[src/rtl/uart_sipo_rx.sv]
// UART receive deserializer: 16x oversampled start detection, 7/8 data bits LSB-first,
// optional odd/even parity and 1/2 stop bits, with a one-cycle done pulse and error flags.
module uart_sipo_rx #(
  parameter int OVERSAMPLE = 16
) (
  input  logic       BaudOut,
  input  logic       rst,
  input  logic       data_in,
  input  logic [1:0] parity_type,
  input  logic       stop_bits,
  input  logic       data_length,
  output logic [7:0] data_parll,
  output logic       rx_active,
  output logic       rx_done,
  output logic       parity_error,
  output logic       stop_error
);

  localparam int TW = $clog2(OVERSAMPLE);
  localparam logic [TW-1:0] TICK_MID = TW'(OVERSAMPLE / 2 - 1);
  localparam logic [TW-1:0] TICK_END = TW'(OVERSAMPLE - 1);

  typedef enum logic [2:0] {
    IDLE   = 3'd0,
    START  = 3'd1,
    DATA   = 3'd2,
    PARITY = 3'd3,
    STOP   = 3'd4,
    DONE   = 3'd5
  } state_t;

  state_t          state_q;
  logic [1:0]      sync_q;
  logic            s_prev_q;
  logic [TW-1:0]   tick_q;
  logic [2:0]      bit_q;
  logic [7:0]      shreg_q;
  logic [1:0]      ptype_q;
  logic            stop2_q;
  logic            len8_q;
  logic            par_flag_q;
  logic            stop_flag_q;
  logic            s;

  assign s = sync_q[1];

  // Returns 1 when data ones plus the parity bit disagree with the selected sense.
  function automatic logic parity_bad(input logic [7:0] sh, input logic len8,
                                      input logic [1:0] ptype, input logic pbit);
    logic ones;
    ones = len8 ? (^sh) : (^sh[7:1]);
    if (ptype == 2'b01) begin
      parity_bad = ~(ones ^ pbit);
    end else begin
      parity_bad = ones ^ pbit;
    end
  endfunction

  // Two-flop synchronizer plus a delayed copy for falling-edge detection.
  always_ff @(posedge BaudOut) begin
    if (rst) begin
      sync_q   <= 2'b11;
      s_prev_q <= 1'b1;
    end else begin
      sync_q   <= {sync_q[0], data_in};
      s_prev_q <= sync_q[1];
    end
  end

  // Frame FSM; outputs are loaded on the final stop sample so rx_done is high during DONE.
  always_ff @(posedge BaudOut) begin
    if (rst) begin
      state_q      <= IDLE;
      tick_q       <= '0;
      bit_q        <= 3'd0;
      shreg_q      <= 8'h00;
      ptype_q      <= 2'b00;
      stop2_q      <= 1'b0;
      len8_q       <= 1'b0;
      par_flag_q   <= 1'b0;
      stop_flag_q  <= 1'b0;
      data_parll   <= 8'h00;
      rx_active    <= 1'b0;
      rx_done      <= 1'b0;
      parity_error <= 1'b0;
      stop_error   <= 1'b0;
    end else begin
      case (state_q)
        IDLE: begin
          if (s_prev_q && !s) begin
            tick_q    <= '0;
            rx_active <= 1'b1;
            state_q   <= START;
          end
        end
        START: begin
          tick_q <= tick_q + TW'(1);
          if (tick_q == TICK_MID) begin
            if (!s) begin
              ptype_q     <= parity_type;
              stop2_q     <= stop_bits;
              len8_q      <= data_length;
              tick_q      <= '0;
              bit_q       <= 3'd0;
              par_flag_q  <= 1'b0;
              stop_flag_q <= 1'b0;
              state_q     <= DATA;
            end else begin
              rx_active <= 1'b0;
              state_q   <= IDLE;
            end
          end
        end
        DATA: begin
          tick_q <= tick_q + TW'(1);
          if (tick_q == TICK_END) begin
            shreg_q <= {s, shreg_q[7:1]};
            if (bit_q == (len8_q ? 3'd7 : 3'd6)) begin
              bit_q   <= 3'd0;
              state_q <= ((ptype_q == 2'b01) || (ptype_q == 2'b10)) ? PARITY : STOP;
            end else begin
              bit_q <= bit_q + 3'd1;
            end
          end
        end
        PARITY: begin
          tick_q <= tick_q + TW'(1);
          if (tick_q == TICK_END) begin
            par_flag_q <= parity_bad(shreg_q, len8_q, ptype_q, s);
            state_q    <= STOP;
          end
        end
        STOP: begin
          tick_q <= tick_q + TW'(1);
          if (tick_q == TICK_END) begin
            if (stop2_q && (bit_q == 3'd0)) begin
              stop_flag_q <= stop_flag_q | ~s;
              bit_q       <= 3'd1;
            end else begin
              data_parll   <= len8_q ? shreg_q : {1'b0, shreg_q[7:1]};
              parity_error <= par_flag_q;
              stop_error   <= stop_flag_q | ~s;
              rx_done      <= 1'b1;
              state_q      <= DONE;
            end
          end
        end
        DONE: begin
          rx_done   <= 1'b0;
          rx_active <= 1'b0;
          state_q   <= IDLE;
        end
        default: begin
          rx_done   <= 1'b0;
          rx_active <= 1'b0;
          state_q   <= IDLE;
        end
      endcase
    end
  end

endmodule

[config.mk]
export PLATFORM = sky130hd
export DESIGN_NAME = uart_sipo_rx
export DESIGN_NICKNAME = d
export VERILOG_FILES = /design/src/rtl/uart_sipo_rx.sv
export SDC_FILE = /design/constraint.sdc
export NUM_CORES = 1
export LEC_CHECK = 0
export ABC_AREA = 1
export CORE_MARGIN = 2
export CORE_UTILIZATION = 50
export CTS_BUF_LIST = sky130_fd_sc_hd__clkbuf_16
export DETAILED_ROUTE_END_ITERATION = 16
export DONT_BUFFER_PORTS = 1
export GPL_TIMING_DRIVEN = 0
export MAX_ROUTING_LAYER = met4
export PLACE_DENSITY = 0.66
export SLEW_MARGIN = 25
export SYNTH_ARGS = -nofsm -noshare
export SYNTH_HDL_FRONTEND = slang
export SYNTH_SLANG_ARGS = --single-unit
[constraint.sdc]
create_clock -name BaudOut -period 3.5 [get_ports BaudOut]
set_input_delay 0.875 -clock BaudOut [delete_from_list [all_inputs] [get_ports BaudOut]]
set_output_delay 0.875 -clock BaudOut [all_outputs]
set_load 0.02 [all_outputs]
==> results_dict.tcl, run 1 <==
set metrics [dict create \
    maxSlewHeadroom_pct 64.9 \
    clock_skew_ps 3.74 \
    cp-end-kind "flop" \
    grt_pass1_vias 1900 \
    synth_top_area_share_pct 36.3 \
    cts_tree "done" \
    wl_per_cell_um 12.1 \
    fillers 399 \
    cts.path.max_buffers 2 \
    min_path_type "flop to flop" \
    combinationalPowerShare_pct 36.1 \
    synth.avg_cell_area_um2 6.75 \
    pwr-share-clk_pct 27.9 \
    die_area_mm2 0.00485 \
    clock_sinks 39 \
    track_usage_pct 21.6 \
    core-area_mm2 0.00409 \
    worstMarginPinSlew_ps 527 \
    numCtsBuffers 5 \
    synth_edf_count 0 \
    grt_remaining_overflow 0 \
    synth_seq_cells 39 \
    powerDensity_mw_per_mm2 645 \
    clk_pin_slew_worst_paths_ps 50 \
    nNetsFinal 337 \
    num_vias 1953 \
    grt_setup_unrepaired "no" \
    path_max_fanout 10 \
    dr.pass1.iters 4 \
    place.gp.congestion 0.835 \
    power.total_w 0.00152 \
    drive_gt1_share_pct 14.1 \
    area_growth_pct 9.24 \
    antenna_cells 0 \
    design_area_mm2 0.00235 \
    yosysSeqAreaShare_pct 36.3 \
    die_w_um 69.6 \
    multi_input_area_mm2 0.00116 \
    p_switching_w 0.000577 \
    row_count 23 \
    p_seq_share_pct 36.1 \
    sw_frac_of_total_pct 38.0 \
    yosys.area.top_type "dfxtp_1" \
    setup_ws_ps 1840 \
    antenna_left 0 \
    antenna_found_initial 0 \
    cts-root-buf "clkbuf_16" \
    synth.yosys.warnings 0 \
    tns_ps 0 \
    routed_wl_um 4570 \
    syn_nets 330 \
    synth_area_leaders "dfxtp_1 (36%), nand2_1 (16%), inv_1 (5.8%), o21ai_0 (5.6%), nor2_1 (5.2%)" \
    timing.fmax_mhz 601 \
    seqCellArea_um2 781 \
    io_buffers 0 \
    status "completed" \
    power.leakage_nw 1.06 \
    io_pins 19 \
    grt_first_pass_wirelength_um 8300 \
    grt_start_max_net_pins 12 \
    async_flop_share_pct 0 \
    hpwl_um 3400 \
    drcViolationCount 0 \
    start_util_pct 52.7 \
    vdd_drop_max_v 0.000276 \
    cts_hold_buf 0 \
    fin_crit_ps 1660 \
    hold_viol_final 0 \
    synth_cells 319 \
    h-tree-depth 2 \
    dp_slack_ps 1600 \
    synth_ff_type "dfxtp_1" \
    maxSlewViolCount 0 \
    die_y_um 69.6 \
    critPathKind "input port to flop" \
    finalCritPeriodShare_pct 47.5 \
    startpoint_type "input port" \
    clk_latency_ps 280 \
    cts_resized 0 \
    p_int_w 0.000940 \
    drtIter0Drc 99 \
    fin_util_pct 57.6 \
    maxCapViolCount 0 \
    critical_path_required_ps 3710 \
    vias_per_cell 5.18 \
    placed_area_mm2 0.00222 \
    post_cts_buffers 0 \
    synth_area_mm2 0.00215 \
    setup_viol 0 \
    synth.distinct_cells 34 \
    crit_arrival_ps 1870 \
]
[worst paths after layout]
path / endpoint / depth (start not counted) / from / slack [ps]
worst max-delay path: shreg_q[6] / 4 / rst / 1840
worst min-delay path: sync_q[1] / 1 / sync_q[0] / 410
worst max register to register: state_q[1] / 10 / bit_q[0] / 1850
worst min register to register: sync_q[1] / 1 / sync_q[0] / 410
[cell families (layout without fill, tap and decap cells)]
logic type      count (synthesis)  in the layout  share of synthesized area (%)
simple gates                  153            153                           32.2
flops                          39             39                           36.3
fa+ha+maj                       4              4                           2.32
compound gates                 68             68                           18.1
buf+inv                        52             60                           9.94
xor+xnor                        3              3                           1.22
[area by class of cell]
class                      count  share of cell area, %
sequential                    39                   33.2
inverter                      41                   6.65
tap                           50                   2.66
buffer                        11                   2.45
multi-input combinational    228                   49.3
clock inverter                 3                  0.479
clock buffer                   5                   5.32
[registers in the layout, indices dropped and copies added (netlist names), 2 cells and up]
| name | flops |
|---|---|
| data_parll | 8 |
| shreg_q | 8 |
| tick_q | 4 |
| bit_q | 3 |
| state_q | 3 |
| ptype_q | 2 |
| sync_q | 2 |
[power groups by stage]
| stage | logic (W) | clock network (W) | registers [W] |
|---|---|---|---|
| floorplan | 0.000462 | 0 | 0.000546 |
| global placement | 0.000537 | 0 | 0.000555 |
| detailed placement | 0.000545 | 0 | 0.000556 |
| CTS | 0.000547 | 0.000431 | 0.000546 |
| global route | 0.000638 | 0.000446 | 0.000554 |
| finish | 0.000547 | 0.000423 | 0.000547 |
[cell usage after synthesis (4+ instances only)]
library cell / instances
nor2_1: 30
inv_1: 33
a31oi_1: 7
dfxtp_1: 39
o21ai_2: 6
o21ai_1: 4
o21ai_0: 24
nor2_4: 5
ha_1: 4
a21oi_1: 22
nand3_1: 10
nand2_1: 90
inv_2: 6
buf_2: 4
[per-layer routing]
metal | track usage (%) | routed length [um] | up-vias
li1 | - | - | 1032
met3 | 5.38 | 255 | 5
met5 | - | 0 | -
met1 | 29.0 | 2310 | 882
met4 | 8.33 | 72 | 0
met2 | 31.5 | 1930 | 34
[critical path, stage by stage]
cell and delay, ps:
inv_1 200, clkbuf_1 460, o21ai_0 190, a21oi_1 150
[per-stage QoR]
step	hold WS (ps)	std cells
finish	412	377
global route	422	377
CTS	416	377
detailed placement	403	369
global placement	391	369
floorplan	389	319
[cell usage in the layout, fill, tap and decap left out]
cell	n
o211a_1	1
inv_1	34
a211oi_1	1
nand2_1	90
nand2_2	2
o21ai_0	24
nand2_4	3
clkbuf_1	3
nor2_4	5
nand3_2	3
or2_2	3
nand4_1	1
a22o_1	1
nor2_2	3
a31oi_1	7
xor2_1	1
clkbuf_16	5
xnor2_1	2
ha_1	4
nor2_1	30
dfxtp_1	39
nand3_1	10
a21oi_1	22
inv_2	6
o211ai_1	1
or2_1	1
buf_6	1
buf_2	4
inv_4	1
nor3_1	2
o21ai_2	6
o21ai_1	4
clkinv_1	3
clkbuf_2	3
a21oi_2	1
Power figures use the tool's default switching activity.
==> inputs of run 2 (changes only) <==
- PLACE_DENSITY: 0.66 -> 0.69
- clock period: 3.5 -> 1.5 ns (I/O delays scaled with it)
==> run 2 against run 1 <==
  * Critical path type is now flop to flop
  * The run now ends with setup timing left
  * Final cell count increased by 4.8%
  * Worst setup slack got worse by 1900 ps
  * Flip-flop and latch count unchanged
  * Via count increased by 4.9%
  * Die area unchanged
  * Highest routed layer unchanged
  * Global-route usage decreased by 0.33 points
  * Clock skew decreased by 1.4 ps
  * Worst hold slack got worse by 210 ps
  * Total power increased to 2.6 times the previous value
  * Register-to-register slack got worse by 1900 ps
  * Utilization increased by 8.4 points
==> results_dict.tcl, run 2 (same netlist as run 1, synthesis figures left out) <==
set metrics [dict create \
    min_path_cells 1 \
    instances_no_fill 395 \
    area_growth_pct 25.1 \
    violations "setup timing" \
    numCtsBuffers 5 \
    r2r_cells 8 \
    clock_skew_ps 2.37 \
    cts_tree "done" \
    cpMostUsedCell "nor2_4" \
    die_y_um 69.6 \
    hold_viol_final 0 \
    timing.fmax_mhz 645 \
    antenna_left 0 \
    endpoint "data_parll[3]" \
    setup_ws_ps -51.0 \
    design_area_mm2 0.00269 \
    routed_wl_um 5170 \
    clk_pin_slew_worst_paths_ps 50 \
    startpoint "tick_q[0]" \
    crit_arrival_ps 1720 \
    antenna_cells 0 \
    finalCritPeriodShare_pct 103 \
    placed_area_mm2 0.00222 \
    die_area_mm2 0.00485 \
    cts.path.max_buffers 2 \
    nNetsFinal 356 \
    grt_remaining_overflow 0 \
    dr.pass1.iters 4 \
    grt_setup_unrepaired "yes" \
    drcViolationCount 0 \
    min-delay-start "data_in" \
    top_regs "data_parll: 8 flops, shreg_q: 8 flops, tick_q: 4 flops" \
    cts_hold_buf 0 \
    wl_per_cell_um 13.1 \
    drtIter0Drc 109 \
    r2r-end "data_parll[3]" \
    place_inst 369 \
    place.gp.congestion 0.898 \
    maxSlewHeadroom_pct 63.6 \
    fin_crit_ps 1550 \
    num_vias 2049 \
    hpwl_um 3280 \
    clk_latency_ps 280 \
    die_w_um 69.6 \
    antenna_found_initial 0 \
    core-area_mm2 0.00409 \
    worstMarginPinSlew_ps 546 \
    grt_first_pass_wirelength_um 8080 \
    crit_slowest_cell "dfxtp_2" \
    maxCapViolCount 0 \
    crit_chain "ha_4 -> nand2_4 -> nor2_4 -> inv_4 -> nor2_4 -> buf_6 -> clkbuf_16 -> a31oi_1" \
    maxSlewViolCount 0 \
    grt_start_max_net_pins 12 \
    row_count 23 \
    cts-root-buf "clkbuf_16" \
    start_util_pct 52.7 \
    power.leakage_nw 1.20 \
    rrSetupSlack_ps -50 \
    power.total_w 0.00389 \
    slowest_delay_ps 350 \
    clock_sinks 39 \
    track_usage_pct 21.3 \
    critical_path_required_ps 1670 \
    min_path_type "input port to flop" \
    whs_ps 202 \
    final_common_cell "nand2_1" \
    powerDensity_mw_per_mm2 1440 \
    r2r-start "tick_q[0]" \
    vdd_drop_max_v 0.000848 \
    status "finished, violations left" \
    grt_pass1_vias 1709 \
    drive_gt1_share_pct 28.1 \
    final_cell_mix "nand2_1 (88), dfxtp_1 (31), inv_1 (27), nor2_1 (26), a21oi_1 (20)" \
    path_max_fanout 7 \
    vias_per_cell 5.19 \
    critPathKind "flop to flop" \
    io_buffers 0 \
    setup_viol 20 \
    io_pins 19 \
    startpoint_type "flop" \
    cp-end-kind "flop" \
    h-tree-depth 2 \
]
==> run 2: how the worst min path moves through the flow <==
stage | slack, ps | endpoint
2_1_floorplan | 390 | sync_q[1]
3_3_place_gp | 390 | sync_q[1]
3_5_place_dp | 410 | sync_q[1]
4_1_cts | 200 | sync_q[0]
5_1_grt | 200 | sync_q[0]
6_report | 200 | sync_q[0]
==> run 2: area by class of cell <==
cell class / instances / area [um^2]
plain buffers: 11 / 75.1
clock buffers: 5 / 125
clock inverters: 2 / 8.76
fillers: 333 / 1390
inverters: 41 / 168
multi-input cells: 228 / 1270
flip-flops and latches: 39 / 791
well taps: 50 / 62.6
repair buffers: 19 / 195
==> run 2: through the flow <==
step | setup TNS (ps) | utilization, % | setup WS [ps]
after global placement | -2050 | 54.2 | -152
final | -548 | 65.9 | -51.0
after global routing | -3060 | 65.9 | -203
after detailed placement | -2470 | 54.2 | -163
after CTS | -191 | 59.8 | -69.7
after floorplan | 0 | - | 20.1
==> run 2: worst max-delay path, delay by kind of cell (launching register included) <==
family / cells / cell delay, ps
compound gates: 1 / 70
fa+ha+maj: 1 / 160
buf+inv: 3 / 360
flops: 1 / 350
simple gates: 3 / 490
==> run 2: power by group <==
| group | leakage (nW) | switching [W] | internal [W] |
|---|---|---|---|
| Combinational | 0.811 | 0.000957 | 0.000621 |
| Clock | 0.0671 | 0.000392 | 0.000597 |
| Sequential | 0.319 | 0.000153 | 0.00117 |
==> run 2: timing repair <==
| item | in CTS | in global routing |
|---|---|---|
| pin swaps | 6 | 12 |
| gates resized for setup | 11 | 55 |
| hold endpoints to repair | 0 | 0 |
| buffers inserted | 8 | 10 |
| endpoints found under the setup margin | 29 | 27 |
| gates cloned | 0 | 1 |
==> run 2: layer usage <==
layer  global-route usage [%]  share of wire, %  wire length (um)  vias to the layer above
met5                        -                 0                 0                        -
met4                     5.77               1.2                60                        0
met3                     3.92               5.6               287                        6
met2                     30.1                44              2270                       46
met1                     31.2                49              2550                      918
li1                         -                 -                 -                     1079
